`src/rtl/bist_tpg.sv`:
```
// BIST test-pattern generator: runtime-programmable internal-XOR LFSR emitting a counted run.
// Define BIST_TPG_ALL_ZERO_EN to append a single all-zero pattern after the LFSR sequence.
module bist_tpg #(
  parameter int unsigned N     = 8,
  parameter int unsigned CNT_W = 16
) (
  input  logic             clk,
  input  logic             rst,
  input  logic             start,
  input  logic             hold,
  input  logic [N-1:0]     poly,
  input  logic [N-1:0]     seed,
  input  logic [CNT_W-1:0] num_patterns,
  output logic [N-1:0]     pattern,
  output logic             pattern_valid,
  output logic             busy,
  output logic             done
);

`ifdef BIST_TPG_ALL_ZERO_EN
  typedef enum logic [1:0] {S_IDLE, S_RUN, S_ZERO, S_DONE} state_t;
`else
  typedef enum logic [1:0] {S_IDLE, S_RUN, S_DONE} state_t;
`endif

  state_t           state_q;
  logic [N-1:0]     poly_q;
  logic [CNT_W-1:0] num_q;
  logic [CNT_W-1:0] cnt_q;
  logic [N-1:0]     pattern_q;
  logic [N-1:0]     lfsr_d;
  logic             busy_q;
  logic             done_q;
  logic             last_run;

  always_comb begin
    lfsr_d = '0;
    lfsr_d[N-1] = pattern_q[0] & poly_q[N-1];
    for (int unsigned i = 0; i < N - 1; i++) begin
      lfsr_d[i] = (pattern_q[0] & poly_q[i]) ^ pattern_q[i+1];
    end
  end

  assign last_run = (cnt_q == (num_q - CNT_W'(1)));

  always_ff @(posedge clk) begin
    if (rst) begin
      state_q   <= S_IDLE;
      poly_q    <= '0;
      num_q     <= '0;
      cnt_q     <= '0;
      pattern_q <= '0;
      busy_q    <= 1'b0;
      done_q    <= 1'b0;
    end else begin
      case (state_q)
        S_IDLE: begin
          if (start) begin
            poly_q    <= poly;
            num_q     <= num_patterns;
            cnt_q     <= '0;
            pattern_q <= (seed == '0) ? N'(1) : seed;
            if (num_patterns == '0) begin
              state_q <= S_DONE;
              done_q  <= 1'b1;
            end else begin
              state_q <= S_RUN;
              busy_q  <= 1'b1;
            end
          end
        end
        S_RUN: begin
          if (!hold) begin
            // the final LFSR pattern stays on the bus rather than advancing past it
            if (last_run) begin
`ifdef BIST_TPG_ALL_ZERO_EN
              state_q   <= S_ZERO;
              pattern_q <= '0;
`else
              state_q <= S_DONE;
              busy_q  <= 1'b0;
              done_q  <= 1'b1;
`endif
            end else begin
              cnt_q     <= cnt_q + CNT_W'(1);
              pattern_q <= lfsr_d;
            end
          end
        end
`ifdef BIST_TPG_ALL_ZERO_EN
        S_ZERO: begin
          if (!hold) begin
            state_q <= S_DONE;
            busy_q  <= 1'b0;
            done_q  <= 1'b1;
          end
        end
`endif
        S_DONE: begin
          state_q <= S_IDLE;
          done_q  <= 1'b0;
        end
        default: begin
          state_q <= S_IDLE;
          busy_q  <= 1'b0;
          done_q  <= 1'b0;
        end
      endcase
    end
  end

  assign pattern       = pattern_q;
  assign busy          = busy_q;
  assign done          = done_q;
  assign pattern_valid = busy_q & ~hold;

endmodule

```
`config.mk`:
```
export PLATFORM = sky130hd
export DESIGN_NAME = bist_tpg
export DESIGN_NICKNAME = d
export VERILOG_FILES = /design/src/rtl/bist_tpg.sv
export SDC_FILE = /design/constraint.sdc
export NUM_CORES = 1
export LEC_CHECK = 0
export ABC_AREA = 1
export BUFFER_PORTS_ARGS = -buffer_cell sky130_fd_sc_hd__buf_2
export CAP_MARGIN = 40
export CORE_AREA = 2 2 118 97
export CTS_CLUSTER_DIAMETER = 60
export CTS_CLUSTER_SIZE = 25
export DETAILED_ROUTE_END_ITERATION = 10
export DIE_AREA = 0 0 120 99
export GPL_TIMING_DRIVEN = 1
export HOLD_SLACK_MARGIN = 0.03
export SYNTH_ARGS = -nofsm -noshare
export SYNTH_HDL_FRONTEND = slang
export SYNTH_SLANG_ARGS = --single-unit
```
`constraint.sdc`:
```
create_clock -name clk -period 2.5 [get_ports clk]
set_clock_uncertainty 0.15 [all_clocks]
set_input_delay 0.25 -clock clk [delete_from_list [all_inputs] [get_ports clk]]
set_output_delay 0.25 -clock clk [all_outputs]
set_load 0.005 [all_outputs]
```
Yosys cells after proc, flatten, opt, wreduce, memory -nomap -nowiden
Cells that the tools add are included.
- flip-flop bits (word level): 52
- latch bits: 0
- memory bits (writable): 0
- ROM bits: 0
- input port bits: 36
- output and inout port bits: 11
- word-level logic and storage cells: 69
- memories: 0
- add/sub/neg operators: 2
- multiply operators: 0
- div/mod/pow operators: 0
- magnitude comparators: 0
- eq/ne operators: 9
- shift-type cells: 0
- muxes and demuxes: 24
- bitwise logic cells: 18
- reductions and logical operators: 9
- operator list (cell ; count):
    16-bit 2-to-1 mux ; 3
    8-bit 2-to-1 mux ; 4
    16-bit one-hot mux with 2 select lines ; 1
    16-bit by 1-bit adder with 16-bit output, second input constant ; 1
    16-bit == test ; 1
    16-bit zero test ; 1
    8-bit one-hot mux with 2 select lines ; 1
    16-bit by 1-bit subtractor with 16-bit output, second input constant ; 1
    2-bit != test, second input constant ; 6
    1-bit bitwise AND ; 9
    8-bit zero test ; 1
    1-bit 2-to-1 mux ; 8
    2-bit 2-to-1 mux ; 4
    4-bit AND reduction ; 2
    1-bit bitwise XOR ; 7
    5-bit AND reduction ; 1
    2-bit one-hot mux with 2 select lines ; 1
    1-bit one-hot mux with 3 select lines ; 1
    3-bit AND reduction ; 1
    2-bit by 1-bit == test with 1-bit output, second input constant ; 1
    2-bit == test, second input constant ; 1
    2-bit zero test ; 1
    1-bit inverter ; 2
    1-bit one-hot mux with 2 select lines ; 1
    2 further kinds ; 2

Longest topological paths before layout
Gate-level depths: netlist of the first run.
- depth in word-level cells: 5
- mapped depth: 17
- gate-level depth less buffers: 17

Least setup slack after synthesis of the first run
OpenSTA, ideal clock, no wires.
- path kind: flip-flop to flip-flop
- from: register num_q[0]
- to: register cnt_q[0]
- setup time: 116 ps
- arrival time: 1741 ps
- data required time: 2234 ps
- path slack: 493 ps
- cell stages (with the launch flop): 17
- path buffers: 1
- clock period less this slack: 2007 ps
- path through: dfxtp_1 -> inv_2 -> ha_1 -> nand2_1 -> nor2_1 -> nand2_1 -> nand2_1 -> nand3_1 -> nand2_1 -> inv_1 -> nand3_1 -> inv_1 -> nand3_2 -> nand2_4 -> buf_6 -> o21ai_0 -> nor2_1
- cells in the longest elaborated chain, start to end: 4
- ends and longest elaborated chain (item ; RTL line ; RTL):
    start: declaration ; 28 ; logic [CNT_W-1:0] num_q;
    start signal: assignment ; 60 ; num_q <= num_patterns;
    16-bit by 1-bit subtractor with 16-bit output ; 44 ; assign last_run = (cnt_q == (num_q - CNT_W'(1)));
    16-bit == test ; 44 ;
    2-bit != test (no source line) ; n/a ;
    4-bit AND reduction (no source line) ; n/a ;
    end signal: assignment ; 85 ; cnt_q <= cnt_q + CNT_W'(1);
    end: declaration ; 29 ; logic [CNT_W-1:0] cnt_q;
No other way between the ends.
A chain may end at the register's enable or synchronous reset.

Worst setup path after layout of the first run
- from: register num_q[1]
- to: register cnt_q[6]
Same word-level chain as after synthesis.

==> impl_metrics.yaml, run 1 <==
detailed_routing:
  wl_per_cell_um: 12.4
  drtPass1Iterations: 4
  ant_nets: 0
  route.vias.total: 3214
  drc: 0
  drt_wl_total_mm: 8.69
  dr.first_iter.drc_count: 216
  vias_per_cell: 4.59
setup_path:
  r2r-start: "num_q[1]"
  reg2regPathDepth: 16
  crit_fanout: 14
  criticalPathCategory: "reg2reg"
  reg2reg_to: "cnt_q[6]"
  cp.arrival_ns: 2.31
  cp.required_ns: 2.52
  crit_path_start_kind: "flop"
  r2r_slack_ns: 0.22
  end_kind: "flop"
timing:
  final_max_slew_viol_count: 0
  hold_viol_final: 0
  tightest_slew_ns: 0.667
  clock.fmax_mhz: 438
  post-route-period-util: 0.914
  period_minus_slack_ns: 2.28
  slew_headroom: 0.552
  holdWs_ns: 0.0515
  rsz0062_at_grt: "true"
  worst_slack_ns: 0.216
  setup_viol: 0
finish:
  area_delta_synth_final_pct: 18.6
  final_util: 0.352
  final_cell_area_um2: 3760
  fin_nets: 593
  final_cells: 700
  layout-drive-gt1-share: 0.138
  diodes: 0
clocking:
  cts_inserted_buffers: 5
  root_buffer: "clkbuf_16"
  clk_latency_ns: 0.30
  h-tree-depth: 2
  cts_tree: "done"
  post_cts_buffers: 0
  clk_path_buf_depth: 2
  cts.sinks: 52
  clk_pin_slew_ns: 0.07
synth:
  ys_seq_elements: 52
  netlist_area_um2: 3170
  synthCells: 512
  syn-num-nets: 550
  yosys_warnings: 0
  synth_cell_type_count: 29
  synth-seq-area-share: 0.329
  syn_area_per_cell_um2: 6.19
global_routing:
  grt_pass1_vias: 3014
  overflow: 0
  antenna_found_initial: 0
  track_usage: 0.150
  grt_max_degree: 33
  grt_pass1_wl_mm: 14.5
placement:
  dpl-instance-area_um2: 3540
  port_buffers: 46
  place_congestion: 0.922
  dpl.hpwl_mm: 6.52
  placed_cells: 690
  place_worst_setup_slack_ns: 0.117
pwr:
  irDropWorstVdd_mv: 0.248
  powerDensity_nw_per_um2: 657
  p_leak_nw: 1.62
floorplanning:
  ios: 47
  start_util: 0.297
  dieArea_um2: 11900
  die_h_um: 99
  fp.coreArea_um2: 10700
  rows: 34
  die_w_um: 120
hold_path:
  hold_path_class: "in2reg"
  hold_depth: 3
  min_from: "poly[1]"
  min_to: "poly_q[1]"
run_status:
  status: "finished clean"
run:
  cap_viol_max_count: 0
worst max path at each step:
| stage | startpoint | end | depth (start not counted) |
|---|---|---|---|
| CTS | num_q[0] | pattern[7] | 17 |
| detailed placement | num_q[0] | pattern[7] | 17 |
| finish | num_q[1] | cnt_q[6] | 16 |
| global route | num_q[1] | pattern[1] | 17 |
| global placement | num_q[0] | cnt_q[1] | 17 |
| floorplan | num_q[0] | cnt_q[0] | 16 |
layer usage:
| layer | up-vias | GRT usage | wire, um |
|---|---|---|---|
| li1 | 1722 | - | - |
| met5 | - | 0 | 0 |
| met3 | 4 | 0.0301 | 553 |
| met4 | 0 | 0.0281 | 60 |
| met2 | 78 | 0.235 | 3720 |
| met1 | 1410 | 0.214 | 4350 |
cell usage after synthesis (all sizes together):
library cell | count | share of area
nor2 | 123 | 0.15
nand2 | 121 | 0.15
dfxtp | 52 | 0.33
inv | 44 | 0.052
o21ai | 43 | 0.068
nand3 | 37 | 0.060
a21oi | 24 | 0.038
xor2 | 22 | 0.061
clkbuf | 14 | 0.017
nor4 | 7 | 0.014
xnor2 | 7 | 0.019
nor3 | 5 | 0.0079
buf | 3 | 0.0087
ha | 2 | 0.0079
nand4 | 2 | 0.0039
and2 | 1 | 0.0020
mux2i | 1 | 0.0032
nand3b | 1 | 0.0024
nor3b | 1 | 0.0024
o21bai | 1 | 0.0024
or2 | 1 | 0.0020
final cells by class:
type                            count  area, um^2
Clock buffer                        6         129
Clock inverter                      2        38.8
Fill cell                        1160        6920
Inverter                           44         168
Multi-Input combinational cell    401        1930
Sequential cell                    52        1040
Tap cell                          144         180
Timing Repair Buffer               51         272
worst max-delay path, cell delays in order, from the launching register on:
cell and delay, ns:
dfxtp_1 0.34, inv_1 0.07, ha_1 0.29, inv_1 0.04, nand2_1 0.05, nand2_1 0.04
nor2_1 0.10, nand2_1 0.06, nor2_1 0.11, nand2_1 0.07, nor2_1 0.09, nand3_1 0.13
inv_2 0.10, nand3_4 0.16, buf_6 0.21, nand3_1 0.09, a21oi_1 0.07
where the power goes:
part | switching [mW] | internal, mW | total [mW]
clock network | 0.325 | 0.477 | 0.802
logic | 0.433 | 0.240 | 0.673
registers | 0.0849 | 0.908 | 0.993
total | 0.843 | 1.62 | 2.47
logic make-up (layout without fill, tap and decap cells):
| kind of cell | after synthesis | in the layout | synth area share |
|---|---|---|---|
| adder cells (fa/ha/maj) | 2 | 2 | 0.00790 |
| buffers and inverters | 61 | 103 | 0.0774 |
| AND/OR/NAND/NOR | 299 | 301 | 0.395 |
| flip-flops | 52 | 52 | 0.329 |
| multiplexers | 1 | 1 | 0.00316 |
| AO/OA/AOI/OAI | 68 | 68 | 0.108 |
| XOR/XNOR | 29 | 29 | 0.0802 |
stage by stage:
step | setup TNS (ns) | power, mW
finish | 0 | 2.47
global route | -0.0224 | 2.65
CTS | 0 | 2.46
detailed placement | 0 | 1.66
global placement | 0 | 1.65
floorplan | 0 | 1.47
cell usage in the layout (no fill, tap or decap):
master	n
nor3b_1	1
xnor2_1	7
nor2_4	2
inv_2	2
dfxtp_1	51
nor2_1	115
inv_6	1
dfxtp_2	1
a21oi_1	24
nor2_2	6
nand2_4	2
ha_1	2
nand2_1	119
inv_1	41
xor2_1	22
nand3_1	36
buf_6	1
mux2i_1	1
clkbuf_1	1
nand2_8	1
o21bai_2	1
bufinv_16	1
o21ai_1	2
nand3_4	1
nand4_1	2
o21ai_0	41
buf_4	4
and2_1	1
nand3b_1	1
clkbuf_16	5
or2_2	1
nand2_2	1
nor4_1	7
nor3_1	5
buf_2	46
inv_4	1
sequential cells by signal, indices dropped and copies added (netlist names):
name / cells
cnt_q: 16
num_q: 16
pattern: 8
poly_q: 8
state_q: 2
busy: 1
done: 1
timing repair:
item	4_1_cts	5_1_grt
gates resized for setup	0	9
hold buffers	0	0
setup endpoints to repair	0	18
Power figures use the tool's default switching activity.
==> inputs of run 2 (changes only) <==
--- a/config.mk
+++ b/config.mk
@@ -8,6 +8,8 @@
 export ABC_AREA = 1
 export BUFFER_PORTS_ARGS = -buffer_cell sky130_fd_sc_hd__buf_2
 export CAP_MARGIN = 40
+export CELL_PAD_IN_SITES_DETAIL_PLACEMENT = 1
+export CELL_PAD_IN_SITES_GLOBAL_PLACEMENT = 1
 export CORE_AREA = 2 2 118 97
 export CTS_CLUSTER_DIAMETER = 60
 export CTS_CLUSTER_SIZE = 25
@@ -15,6 +17,7 @@
 export DIE_AREA = 0 0 120 99
 export GPL_TIMING_DRIVEN = 1
 export HOLD_SLACK_MARGIN = 0.03
+export PLACE_DENSITY_LB_ADDON = 0.1
 export SYNTH_ARGS = -nofsm -noshare
 export SYNTH_HDL_FRONTEND = slang
 export SYNTH_SLANG_ARGS = --single-unit
==> run 2 against run 1 <==
Against the previous run:
- highest routed layer unchanged
- clock power shrank 13%
- sequential power hardly changed
- maximum frequency increased by 0.35%
- largest power group unchanged
- setup slack better by 0.0079 ns
==> impl_metrics.yaml, run 2 (synthesis gave the netlist of run 1 again) <==
finish:
  final_common_cell: "nand2_1"
  fin_nets: 603
  layout_common_cells: "nand2_1 (119), nor2_1 (115), dfxtp_1 (51), buf_2 (46), inv_1 (42)"
  fillers: 1411
  reg_top3: "cnt_q: 16 flops, num_q: 16 flops"
  layout-drive-gt1-share: 0.154
  area_delta_synth_final_pct: 20.2
  final_cell_area_um2: 3810
  diodes: 0
global_routing:
  grt_max_degree: 33
  grt_pass1_vias: 3561
  grt_pass1_wl_mm: 17.9
  track_usage: 0.190
  overflow: 0
  antenna_found_initial: 0
pwr:
  clkPwrFrac: 0.287
  netSwitchingFraction: 0.361
  p_seq_frac: 0.412
  powerDensity_nw_per_um2: 635
  irDropWorstVdd_mv: 0.323
  p_leak_nw: 1.66
  p_int_mw: 1.55
  comb_power_share: 0.301
  p_switching_mw: 0.872
setup_path:
  cp.arrival_ns: 2.35
  slowest_delay_ns: 0.34
  r2r-start: "num_q[1]"
  slowest_stage: "ha_2"
  crit_start: "num_q[1]"
  end_kind: "flop"
  path_cells: "inv_1, ha_2, inv_1, nand2_1, nand2_1, nor2_1, nand2_1, nor2_1, nand2_1, nor2_1, nand3_2, inv_1, nand3_2, nand2_4, buf_12, nand2_1, a21oi_1"
  crit_fanout: 13
  cpMostUsedCell: "nand2_1"
  cp.required_ns: 2.58
  critPathBufInv: 4
  path_delay_family: "simple AND/OR/NAND/NOR gates"
  crit_path_start_kind: "flop"
  criticalPathCategory: "reg2reg"
detailed_routing:
  drc: 0
  vias_per_cell: 4.77
  route.vias.total: 3384
  ant_nets: 0
  drt_wl_total_mm: 10.6
  dr.first_iter.drc_count: 164
  drtPass1Iterations: 4
  wl_per_cell_um: 15.0
run_status:
  status: "finished clean"
clocking:
  h-tree-depth: 2
  clk_pin_slew_ns: 0.07
  root_buffer: "clkbuf_16"
  clk_latency_ns: 0.29
  cts.sinks: 52
  cts_tree: "done"
  clk_path_buf_depth: 2
  cts_inserted_buffers: 5
timing:
  final_max_slew_viol_count: 0
  hold_viol_final: 0
  period_minus_slack_ns: 2.28
  setup-tns-final_ns: 0
  clock.fmax_mhz: 439
  setup_viol: 0
  tightest_slew_ns: 0.600
  post-route-period-util: 0.910
  slew_headroom: 0.596
placement:
  dpl.hpwl_mm: 8.25
  dpl-instance-area_um2: 3620
  place_congestion: 0.832
  port_buffers: 46
floorplanning:
  fp.coreArea_um2: 10700
  rows: 34
  die_h_um: 99
  ios: 47
  dieArea_um2: 11900
  start_util: 0.297
  die_w_um: 120
hold_path:
  min_from: "poly[3]"
  hold_path_class: "in2reg"
run:
  cap_viol_max_count: 0
[run 2: cell count changes in the layout (fill, tap and decap cells not counted), sizes merged]
cell and change:
clkinvlp +1, nand2 -1, clkinv +1, buf +11, inv -1, bufinv -1
clkbuf -1
[run 2: path summary, 6_finish.rpt]
path	endpoint	slack (ns)	cells past startpoint
max	cnt_q[3]	0.22	17
max reg2reg	cnt_q[3]	0.22	17
min reg2reg	done	0.34	2
min	poly_q[3]	0.06	3
[run 2: power groups by stage]
stage | sequential, mW | clock, mW | combinational [mW]
finish | 0.996 | 0.694 | 0.727
global route | 1.01 | 0.756 | 0.845
CTS | 0.996 | 0.712 | 0.710
detailed placement | 1.02 | 0 | 0.707
global placement | 1.01 | 0 | 0.684
floorplan | 0.984 | 0 | 0.487
[run 2: area by class of cell]
type                    count  area (um^2)  share of cell area
clock buffers               5          125              0.0329
clock inverters             2         12.5             0.00329
inverters                  44          165              0.0434
multi-input cells         400         1900               0.499
flip-flops and latches     52         1040               0.274
well taps                 144          180              0.0473
repair buffers             62          383               0.101
[run 2: worst min-delay path: stages]
cell     delay [ns]
buf_2          0.07
o21ai_0        0.07
nor2_1         0.08
[run 2: per-layer routing]
metal,GRT usage,vias up,part of all wire
met5,0,-,0
met4,0.0326,0,0.0056
met3,0.0284,4,0.021
met2,0.317,32,0.46
met1,0.263,1618,0.52
li1,-,1730,-
[run 2: repair_timing]
action	4_1_cts	5_1_grt
setup endpoints to repair	0	24
gates resized for setup	0	5
buffers inserted	0	4
hold buffers	0	0
endpoints found under the hold margin	0	0
[run 2: through the flow]
step | hold WS (ns) | util | cells | worst slack, ns | total power, mW
final | 0.0594 | 0.357 | 709 | 0.224 | 2.42
after floorplan | 0.245 | - | 512 | 0.493 | 1.47
after CTS | 0.0592 | 0.352 | 704 | 0.129 | 2.42
after global routing | 0.0789 | 0.357 | 709 | -0.00729 | 2.61
after detailed placement | 0.330 | 0.339 | 697 | 0.163 | 1.72
after global placement | 0.317 | 0.337 | 696 | 0.229 | 1.70
==> inputs of run 3 (changes only) <==
--- a/config.mk
+++ b/config.mk
@@ -5,16 +5,16 @@
 export SDC_FILE = /design/constraint.sdc
 export NUM_CORES = 1
 export LEC_CHECK = 0
-export ABC_AREA = 1
+export ABC_AREA = 0
 export BUFFER_PORTS_ARGS = -buffer_cell sky130_fd_sc_hd__buf_2
 export CAP_MARGIN = 40
 export CELL_PAD_IN_SITES_DETAIL_PLACEMENT = 1
 export CELL_PAD_IN_SITES_GLOBAL_PLACEMENT = 1
-export CORE_AREA = 2 2 118 97
+export CORE_AREA = 2 2 114 94
 export CTS_CLUSTER_DIAMETER = 60
 export CTS_CLUSTER_SIZE = 25
 export DETAILED_ROUTE_END_ITERATION = 10
-export DIE_AREA = 0 0 120 99
+export DIE_AREA = 0 0 116 96
 export GPL_TIMING_DRIVEN = 1
 export HOLD_SLACK_MARGIN = 0.03
 export PLACE_DENSITY_LB_ADDON = 0.1
==> run 3 against run 2 <==
Against the previous run:
- the run now ends with negative setup slack left
- non-clock buffer count increased by 37
- flip-flop and latch count unchanged
- wire length is 11% lower
- global-route usage shrank 1.3 points
- utilization is 4.7 points higher
- clock-buffer cell count is 1 higher
- critical path depth fell by 9
- largest cell class unchanged
- combinational power fell by 8.3%
- die area down 6.3%
- register-to-register slack worse by 0.48 ns
- maximum frequency decreased by 17%
==> impl_metrics.yaml, run 3 <==
floorplanning:
  fp.coreArea_um2: 9990
  die_h_um: 96
  ios: 47
  die_w_um: 116
  rows: 33
  start_util: 0.291
  dieArea_um2: 11100
clocking:
  cts.sinks: 52
  clk_latency_ns: 0.29
  clk_path_buf_depth: 2
  cts_inserted_buffers: 5
  postCtsHoldBufs: 0
  clk_pin_slew_ns: 0.07
  cts_tree: "done"
  root_buffer: "clkbuf_16"
  h-tree-depth: 2
run_status:
  violations: "negative setup slack"
  status: "complete, but fails checks"
timing:
  final_max_slew_viol_count: 0
  clock.fmax_mhz: 363
  period_minus_slack_ns: 2.75
  setup_viol: 28
  worst_slack_ns: -0.253
  rsz0062_at_grt: "true"
  post-route-period-util: 1.10
  tightest_slew_ns: 0.638
  hold_viol_final: 0
  slew_headroom: 0.575
synth:
  synth_top_cell_area_share: 0.358
  yosys_warnings: 0
  syn-num-nets: 411
  ys.flop_type: "dfxtp_1"
  syn_area_per_cell_um2: 7.80
  yosys.area.top_type: "dfxtp_1"
  netlist_area_um2: 2910
  ys_seq_elements: 52
  netlist_top_cells_count: "nand2_1 (71), dfxtp_1 (52), a21oi_1 (37)"
  synth_edf_count: 0
  synth_cell_type_count: 53
  synth.area.top_cells: "dfxtp_1 (36%), nand2_1 (9.2%), a21oi_1 (6.4%), xor2_1 (5.4%), nor2_1 (3.4%)"
  synthCells: 373
  async_reset_ff_frac: 0
  synth_most_common_cell: "nand2_1"
  synth-seq-area-share: 0.358
finish:
  final_cell_area_um2: 4040
  fillers: 1241
  layout-drive-gt1-share: 0.321
  final_cells: 604
  diodes: 0
  reg_top3: "cnt_q: 16 flops, num_q: 16 flops"
  fin_nets: 501
  layout_common_cells: "nand2_1 (71), dfxtp_1 (49), buf_4 (47), buf_2 (46), a21oi_1 (36)"
  area_delta_synth_final_pct: 38.7
  final_common_cell: "nand2_1"
setup_path:
  cp.required_ns: 2.50
  slowest_delay_ns: 0.54
  crit_path_start_kind: "flop"
  crit_fanout: 8
  path_delay_family: "simple AND/OR/NAND/NOR gates"
  cp.arrival_ns: 2.76
  end_kind: "flop"
  slowest_stage: "or4_4"
  criticalPathCategory: "reg2reg"
  path_cells: "or3_4, nand2b_4, or4_4, a211o_1, buf_4, o311ai_4, or3_1, a21oi_1"
  critPathBufInv: 1
pwr:
  p_leak_nw: 1.66
  comb_power_share: 0.280
  p_switching_mw: 0.707
  clkPwrFrac: 0.327
  powerDensity_nw_per_um2: 591
  p_int_mw: 1.68
  p_seq_frac: 0.393
  netSwitchingFraction: 0.297
  irDropWorstVdd_mv: 0.307
global_routing:
  grt_max_degree: 27
  use_met2: 0.269
  grt_pass1_vias: 2877
  overflow: 0
  top_usage_layer: "met2"
  track_usage: 0.177
  grt_pass1_wl_mm: 15.2
  antenna_found_initial: 0
  use_met1: 0.267
  gr-usage-met3: 0.0283
hold_path:
  hold_path_class: "in2reg"
detailed_routing:
  route.vias.total: 3001
  drtPass1Iterations: 4
  drt_wl_total_mm: 9.46
  drc: 0
  vias_per_cell: 4.97
  ant_nets: 0
  wl_per_cell_um: 15.7
  dr.first_iter.drc_count: 94
placement:
  place_worst_setup_slack_ns: -0.342
  port_buffers: 46
  dpl-instance-area_um2: 3630
  dpl.hpwl_mm: 7.08
  placed_cells: 587
  place_congestion: 0.792
run:
  cap_viol_max_count: 0
[run 3: per-stage QoR]
step                      TNS, ns  hold WS, ns  power, mW   util
after floorplan             -2.04        0.228       1.28      -
after global placement      -6.72        0.295       1.53  0.363
after detailed placement    -8.38        0.298       1.54  0.363
after CTS                   -5.49       0.0376       2.38  0.394
after global routing        -8.96       0.0423       2.53  0.404
final                       -5.57       0.0382       2.38  0.404
[run 3: worst paths after layout]
| path | from | to | slack, ns | depth (start not counted) |
|---|---|---|---|---|
| max | num_q[8] | cnt_q[7] | -0.25 | 8 |
| min | poly[5] | poly_q[5] | 0.04 | 3 |
| max reg2reg | num_q[8] | cnt_q[7] | -0.25 | 8 |
| min reg2reg | poly_q[3] | poly_q[3] | 0.31 | 2 |
[run 3: area by class of cell]
type                    count  area [um^2]  area share
flip-flops and latches     52         1050       0.259
clock buffers               6          129      0.0319
multi-input cells         298         1960       0.485
well taps                 140          175      0.0434
repair buffers             99          668       0.166
clock inverters             2         35.0     0.00868
inverters                   7         26.3     0.00651
[run 3: kinds of logic (layout without fill, tap and decap cells)]
| family | count (synthesis) | in the layout | synth area share |
|---|---|---|---|
| simple gates | 175 | 176 | 0.306 |
| compound gates | 86 | 86 | 0.189 |
| flops | 52 | 52 | 0.358 |
| xor+xnor | 26 | 26 | 0.0782 |
| buf+inv | 24 | 114 | 0.0335 |
| mux | 8 | 8 | 0.0275 |
| fa+ha+maj | 2 | 2 | 0.00860 |
[run 3: what timing repair did]
item	4_1_cts	5_1_grt
gates cloned	1	0
gates resized for setup	27	16
setup buffers	6	2
pin swaps	21	12
setup endpoints to repair	28	28
[run 3: power groups by stage]
stage,clock network (mW),logic [mW],registers (mW)
after global placement,0,0.576,0.953
after detailed placement,0,0.587,0.956
after floorplan,0,0.334,0.948
final,0.780,0.667,0.937
after CTS,0.805,0.634,0.937
after global routing,0.842,0.739,0.947
[run 3: worst reg2reg max path, stage by stage (launching register included)]
cell and delay, ns:
dfxtp_2 0.34, or3_4 0.37, nand2b_4 0.16, or4_4 0.54, a211o_1 0.32, buf_4 0.15, o311ai_4 0.37, or3_1 0.17
a21oi_1 0.05
[run 3: routing by layer]
layer	share of wire	vias up
met2	0.44	34
met3	0.024	4
met5	0	-
li1	-	1516
met4	0.0054	0
met1	0.53	1447
